$ cat src/rtl/dma_modport.sv
// dma_modport: register-mapped DMA controller slave.
// Holds the DMA register file and a small transfer engine. The engine counts
// words for a started job, reports busy/done/error and raises a level interrupt.
//
// Ports:
//   clk    - system clock, rising edge
//   rst_n  - asynchronous reset, active-high despite the name
//   wr_en  - register write strobe
//   rd_en  - register read strobe
//   addr   - byte address, full 32-bit decode
//   wdata  - write data
//   rdata  - registered read data, holds when rd_en is low
//   irq    - level interrupt, combinational from registers
module dma_modport #(
   parameter logic [31:0] BASE_ADDR = 32'h400
) (
   input  logic        clk,
   input  logic        rst_n,
   input  logic        wr_en,
   input  logic        rd_en,
   input  logic [31:0] addr,
   input  logic [31:0] wdata,
   output logic [31:0] rdata,
   output logic        irq
);

   localparam int unsigned DW = 32;
   localparam int unsigned IW = 16;
   localparam int unsigned CW = 15;
   localparam int unsigned FW = 9;

   localparam logic [31:0] A_INTR   = BASE_ADDR + 32'h00;
   localparam logic [31:0] A_CTRL   = BASE_ADDR + 32'h04;
   localparam logic [31:0] A_IO     = BASE_ADDR + 32'h08;
   localparam logic [31:0] A_MEM    = BASE_ADDR + 32'h0C;
   localparam logic [31:0] A_EXTRA  = BASE_ADDR + 32'h10;
   localparam logic [31:0] A_STATUS = BASE_ADDR + 32'h14;
   localparam logic [31:0] A_COUNT  = BASE_ADDR + 32'h18;
   localparam logic [31:0] A_DESC   = BASE_ADDR + 32'h1C;
   localparam logic [31:0] A_ERR    = BASE_ADDR + 32'h20;
   localparam logic [31:0] A_CFG    = BASE_ADDR + 32'h24;

   localparam logic [1:0] S_IDLE  = 2'd0;
   localparam logic [1:0] S_BUSY  = 2'd1;
   localparam logic [1:0] S_DONE  = 2'd2;
   localparam logic [1:0] S_ERROR = 2'd3;

   logic [1:0]    state, state_nxt;
   logic [IW-1:0] intr_status, intr_mask;
   logic [CW-1:0] w_count, job_len, xfer_cnt;
   logic          io_mem;
   logic [DW-1:0] io_addr, mem_addr, extra_info, desc_addr;
   logic          err_status;
   logic [FW-1:0] cfg;
   logic          done_flag, err_flag;

   logic          wr_intr_c, wr_ctrl_c, wr_err_c;
   logic          start_ok_c, set_done_c, set_err_c;
   logic [CW-1:0] cnt_inc_c;
   logic [DW-1:0] rd_mux_c;

   assign wr_intr_c = wr_en && (addr == A_INTR);
   assign wr_ctrl_c = wr_en && (addr == A_CTRL);
   assign wr_err_c  = wr_en && (addr == A_ERR);
   assign cnt_inc_c = xfer_cnt + CW'(1);

   // Engine next state; a start is honoured only from IDLE
   always_comb begin
      state_nxt  = state;
      start_ok_c = 1'b0;
      set_done_c = 1'b0;
      set_err_c  = 1'b0;
      case (state)
         S_IDLE: begin
            if (wr_ctrl_c && wdata[0]) begin
               start_ok_c = 1'b1;
               if (mem_addr[1:0] != 2'b00) begin
                  state_nxt = S_ERROR;
                  set_err_c = 1'b1;
               end else if (wdata[15:1] == CW'(0)) begin
                  state_nxt  = S_DONE;
                  set_done_c = 1'b1;
               end else begin
                  state_nxt = S_BUSY;
               end
            end
         end
         S_BUSY: begin
            if (cnt_inc_c == job_len) begin
               state_nxt  = S_DONE;
               set_done_c = 1'b1;
            end
         end
         S_DONE:  state_nxt = S_IDLE;
         S_ERROR: state_nxt = S_IDLE;
         default: state_nxt = S_IDLE;
      endcase
   end

   // Read mux of pre-write register values
   always_comb begin
      rd_mux_c = '0;
      case (addr)
         A_INTR:   rd_mux_c = {intr_mask, intr_status};
         A_CTRL:   rd_mux_c = {15'd0, io_mem, w_count, 1'b0};
         A_IO:     rd_mux_c = io_addr;
         A_MEM:    rd_mux_c = mem_addr;
         A_EXTRA:  rd_mux_c = extra_info;
         A_STATUS: rd_mux_c = {29'd0, err_flag, done_flag, (state == S_BUSY)};
         A_COUNT:  rd_mux_c = {17'd0, xfer_cnt};
         A_DESC:   rd_mux_c = desc_addr;
         A_ERR:    rd_mux_c = {31'd0, err_status};
         A_CFG:    rd_mux_c = {23'd0, cfg};
         default:  rd_mux_c = '0;
      endcase
   end

   // State register
   always_ff @(posedge clk or posedge rst_n) begin
      if (rst_n) state <= S_IDLE;
      else       state <= state_nxt;
   end

   // Register file, engine counters and read data
   always_ff @(posedge clk or posedge rst_n) begin
      if (rst_n) begin
         intr_status <= '0;
         intr_mask   <= '0;
         w_count     <= '0;
         io_mem      <= 1'b0;
         io_addr     <= '0;
         mem_addr    <= '0;
         extra_info  <= '0;
         desc_addr   <= '0;
         err_status  <= 1'b0;
         cfg         <= '0;
         job_len     <= '0;
         xfer_cnt    <= '0;
         done_flag   <= 1'b0;
         err_flag    <= 1'b0;
         rdata       <= '0;
      end else begin
         if (wr_intr_c) intr_mask <= wdata[31:16];
         // hardware set takes priority over a same-cycle W1C
         intr_status <= (intr_status & ~(wr_intr_c ? wdata[15:0] : IW'(0)))
                        | {14'd0, set_err_c, set_done_c};
         err_status  <= (err_status & ~(wr_err_c & wdata[0])) | set_err_c;

         if (wr_ctrl_c) begin
            w_count <= wdata[15:1];
            io_mem  <= wdata[16];
         end
         if (wr_en && addr == A_IO)    io_addr    <= wdata;
         if (wr_en && addr == A_MEM)   mem_addr   <= wdata;
         if (wr_en && addr == A_EXTRA) extra_info <= wdata;
         if (wr_en && addr == A_DESC)  desc_addr  <= wdata;
         if (wr_en && addr == A_CFG)   cfg        <= wdata[8:0];

         // running job keeps its own length so later CTRL writes cannot disturb it
         if (start_ok_c) begin
            job_len   <= wdata[15:1];
            xfer_cnt  <= '0;
            done_flag <= 1'b0;
            err_flag  <= 1'b0;
         end else if (state == S_BUSY) begin
            xfer_cnt <= cnt_inc_c;
         end
         if (set_done_c) done_flag <= 1'b1;
         if (set_err_c)  err_flag  <= 1'b1;

         if (rd_en) rdata <= rd_mux_c;
      end
   end

   assign irq = cfg[3] & (|(intr_status & intr_mask));

endmodule

$ cat config.mk
export PLATFORM = sky130hd
export DESIGN_NAME = dma_modport
export DESIGN_NICKNAME = d
export VERILOG_FILES = /design/src/rtl/dma_modport.sv
export SDC_FILE = /design/constraint.sdc
export NUM_CORES = 1
export LEC_CHECK = 0
export CORE_AREA = 2 2 153 230
export DETAILED_ROUTE_END_ITERATION = 16
export DIE_AREA = 0 0 155 232
export GPL_TIMING_DRIVEN = 0
export PLACE_DENSITY = 0.55
export SYNTH_ARGS = -nofsm -noshare
export SYNTH_HDL_FRONTEND = slang
export SYNTH_SLANG_ARGS = --single-unit
export TNS_END_PERCENT = 30
$ cat constraint.sdc
create_clock -name clk -period 24.6 [get_ports clk]
set_input_delay 4.92 -clock clk [delete_from_list [all_inputs] [get_ports clk]]
set_output_delay 4.92 -clock clk [all_outputs]
set_load 0.02 [all_outputs]
After elaboration in Yosys (flattened, before gate mapping)
Cells that the tools add are included.
- register bits after elaboration: 252
- bits of input ports: 68
- add/subtract/negate cells: 1
- equality and inequality tests: 16
- muxes and demuxes: 22
- bitwise logic cells: 9
- reductions and logical operators: 18
- operator list (operator ; count):
    equality test 32 x 11 -> 1 bit, second input constant ; 10
    case mux 32 bit (10 select lines) ; 1
    bitwise AND 16 bit ; 2
    2-to-1 mux 15 bit ; 2
    2-to-1 mux 16 bit ; 1
    inverter 16 bit ; 1
    OR 16 x 2 -> 16 bit ; 1
    OR reduction 16 bit ; 1
    adder 15 x 1 -> 15 bit, second input constant ; 1
    equality test 15 bit ; 1
    zero test 15 bit ; 1
    2-to-1 mux 1 bit ; 12
    logical AND 1 bit ; 9
    2-to-1 mux 2 bit ; 4
    nonzero test 2 bit ; 4
    case mux 2 bit (3 select lines) ; 1
    equality test 2 bit, second input constant ; 2
    != test 2 bit, second input constant ; 2
    bitwise AND 1 bit ; 3
    equality test 2 x 1 -> 1 bit, second input constant ; 1
    zero test 2 bit ; 1
    case mux 1 bit (2 select lines) ; 1
    AND reduction 2 bit ; 1
    OR reduction 2 bit ; 1
    other kinds (2) ; 2

Depth between registers and ports, before layout
- depth in word-level cells: 7
- depth in mapped cells: 9
- gate-level depth less buffers: 7

Worst setup path before layout
Ideal clock, no wire load.
- kind: input to register
- from: in addr[25]
- to: reg extra_info[0]
- library setup time: 0.127 ns
- arrival time: 6.733 ns
- data required time: 24.473 ns
- slack: 17.740 ns
- cell stages on the path: 7
- path buffers: 2
- cells stage by stage: nor4_4 > nand3_4 > nor4_4 > and2_1 > buf_2 > buf_6 > mux2_1
- cells in the longest elaborated chain, start to end: 2
- ends and longest elaborated chain (item ; RTL line ; source):
    start: declaration ; 21 ; input logic [31:0] addr,
    equality test 32 x 11 -> 1 bit ; 155 ; if (wr_en && addr == A_EXTRA) extra_info <= wdata;
    logical AND 1 bit ; 155 ;
    end signal: assignment ; 155 ;
    end: declaration ; 52 ; logic [DW-1:0] io_addr, mem_addr, extra_info, desc_addr;
Every way passes these cells.
A chain may end at the register's enable or synchronous reset.

Worst setup path in the final report
- from: in addr[4]
- to: reg rdata[9]
- cells in the longest elaborated chain, start to end: 2
- elaborated cells on any way between the ends: 11
- those cells by class: eq/ne: 10; mux: 1
- ends and longest elaborated chain (item ; RTL line ; source):
    equality test 32 x 11 -> 1 bit ; 103 ; case (addr)
    case mux 32 bit (10 select lines) * ; 103 ;
    end signal: assignment ; 171 ; if (rd_en) rdata <= rd_mux_c;
    end: declaration ; 23 ; output logic [31:0] rdata,
Every way passes the cells marked *; elsewhere a longest branch is shown, timed or not.

==> results by group <==
Run status
  – Status: complete, no violations

Logic synthesis
  – Top_reg_cell synth: dfrtp_1
  – Synthesized area: 11800 um2
  – Synth Instances: 951
  – Post-synth ARST share: 100%
  – EDFF count, synth: 0
  – #FFs+latches synth: 252
  – Yosys cell types: 70
  – Seq/Total Area, Yosys: about 54%
  – Syn_area_per_cell: between 10 and 15 um2
  – Syn Nets: 1020
  – Synth warnings: 0

Worst setup path
  – Crit path kind: primary input to flip-flop
  – Worst flop-to-flop path startpoint: xfer_cnt[0]$_DFFE_PP0P_
  – FF-to-FF setup slack: between 20 and 25 ns
  – Critical Path Fanout Max: 10
  – R2R Path End: intr_status[0]$_DFF_PP0_
  – Crit path required time: 25.07 ns
  – Crit path DAT: 8.54 ns
  – Critical Path Sink Type: flip-flop
  – Critical Path Start Type: primary input
  – Cells on worst reg2reg path: 7

Power
  – PwrDens: 59.8 nW/um2
  – Peak VDD IR: ~0.000046 V
  – Static leakage: 6.30 nW

Clocking
  – TritonCTS buffer count: 26
  – Setup Buffers After CTS: 0
  – CTS Sinks: 252
  – CTS Hold Bufs: 0
  – H-tree level count: 1
  – Post-CTS resize count: 0
  – Longest Clk Path Bufs: 3
  – Clock latency at the later pin of the worst-skew pair: approximately 0.55 ns
  – Root Driver: clkbuf_16
  – TritonCTS clock tree: yes
  – Clock transition at the registers of the reported paths: about 0.06 ns

Die
  – Std-Cell Rows: between 80 and 90
  – I/O Pins: between 100 and 150
  – Core box area: 34000 um2
  – Die W: 155 um
  – Starting Density: about 35%
  – Chip Height: 232 um
  – Die footprint: around 36000 um2

STA
  – Final Hold Vio Count: 0
  – RSZ-0062 raised after global routing: false
  – Part of the cycle the worst path needs: 32.8%
  – Setup TNS: 0 ns
  – Min Tclk post-route: 8.07 ns
  – Max-slew violations: 0
  – FMAX: between 0.1 and 0.15 GHz
  – Max Clock Skew: 0.0177 ns
  – Final setup viols: 0
  – Worst-margin pin slew: 1.38 ns
  – Relative slew margins: 6.80%

Routing
  – DR vias: 8484
  – Vias per cell: 5.56
  – DRC Markers: 0
  – First drt pass iteration count: 6
  – Drt total wl: 35600 um
  – Drt wl/cell: between 20 and 25 um
  – Initial drt markers: 614
  – Final ANT Viol Nets: 0

Global route
  – First-pass GRT wire length: ~54000 um
  – Initial antenna violation count: 0
  – Total gr overflow: 0
  – Vias in the first global route: 8757
  – Total Routing Usage GR: 19.9%
  – Largest net degree at the start of global routing: 130

Final layout
  – Multi-input gate area: 5050 um2
  – Fillers: 3248
  – Diode count: 0
  – Area grow syn2layout: 20.9%
  – Post-layout util: 41.9%
  – Commonest non-fill, non-tap cell in the layout: dfrtp_1
  – Register area: 6310 um2
  – Nets: 1149
  – Commonest non-fill, non-tap cells in the layout: dfrtp_1 (252), mux2_2 (150), clkdlybuf4s50_1 (99)
  – Share of layout cells above drive strength 1: 22.9%
  – Final Cell Area: 14200 um2

Placement
  – Port Buf Inserts: 99
  – Placed cell areas: 13400 um2
  – Global placer's final weighted congestion: 0.826
  – Post-DP HPWL: around 26000 um

Worst hold path
  – Min-delay src: rdata[1]$_DFFE_PP0P_
  – Hold Path Class: flip-flop to flip-flop
  – Hold worst-path end: rdata[1]$_DFFE_PP0P_
  – Hold Path Stages: 1

Run
  – Maximum Capacitance Violations: 0
state kept, by name, indices dropped and copies added, names as in the netlist, 2 cells and up:
name	count
cfg	9
desc_addr	32
extra_info	32
intr_mask	16
intr_status	16
io_addr	32
job_len	15
mem_addr	32
rdata	32
state	2
w_count	15
xfer_cnt	15
layer usage:
metal  vias up  GRT usage [%]  routed length [um]
met4         0           8.19                1290
met2       203           36.3               18900
met5         -              0                   0
li1       3851              -                   -
met3        69           2.02                1370
met1      4361           23.9               14000
where the power goes:
group | switching, mW | internal, mW | leakage, nW
combinational | 0.0209 | 0.0120 | 2.43
clock | 0.171 | 0.232 | 0.433
sequential | 0.00000000413 | 0.414 | 3.44
total | 0.192 | 0.659 | 6.30
cell usage after synthesis, drive strengths merged, types with 8 or more instances:
cell type    n  share of area [%]
nand2       39                1.2
buf         35                1.6
clkbuf      27               0.87
o21ai       20               0.85
nor3        12               0.73
a21boi      14               0.89
a222oi      26                2.2
o22ai       28                1.5
inv         33                1.1
nor2        24               0.77
xor2         8               0.60
dfrtp      252                 54
and3        29                1.5
xnor2       14                1.0
nand3       41                2.0
a21oi       12               0.51
nor4        26                2.8
nand4       12               0.69
mux2       185                 18
a22oi       44                2.8
critical path, cell delays in order:
cell	delay, ns
clkdlybuf4s50_1	0.50
nor4_2	0.90
nand2_1	0.32
nor3_2	0.58
clkbuf_1	0.67
a222oi_1	0.24
and3_1	0.29
o22ai_1	0.11
stage by stage:
step                      hold slack [ns]  setup WS [ns]  power [mW]  cells
after floorplan                     0.442          12.75       0.432    951
after global placement              0.466           9.28       0.455   1475
after detailed placement            0.475          16.04       0.456   1477
after CTS                           0.490          16.60       0.861   1525
after global routing                0.500          16.50       0.880   1525
final                               0.485          16.53       0.851   1525
worst max-delay path by stage:
stage                        from               endpoint  slack [ns]  cells after the start
final                     addr[4]   rdata[9]$_DFFE_PP0P_       16.53                      8
after global routing      addr[5]   rdata[1]$_DFFE_PP0P_       16.50                      8
after CTS                 addr[4]   rdata[1]$_DFFE_PP0P_       16.60                      8
after detailed placement  addr[4]   rdata[1]$_DFFE_PP0P_       16.04                      8
after global placement      rst_n  rdata[28]$_DFFE_PP0P_        9.28                      2
after floorplan             rst_n     cfg[0]$_DFFE_PP0P_       12.75                      1
cell families after synthesis:
kind of cell	Yosys count	synth area share, %
flip-flops	252	53.6
AND/OR/NAND/NOR	213	11.8
multiplexers	187	17.9
AO/OA/AOI/OAI	181	11.5
buffers and inverters	95	3.53
XOR/XNOR	22	1.64
adder cells (fa/ha/maj)	1	0.106
final cells by class:
class                      count  share of cell area [%]
buffer                        62                    2.05
clock buffer                  35                    5.16
clock inverter                13                   0.985
inverter                      33                   0.923
multi-input combinational    604                    35.5
sequential                   252                    44.3
tap                          425                    3.74
timing repair buffer         101                    7.35
Power figures use the tool's default switching activity.
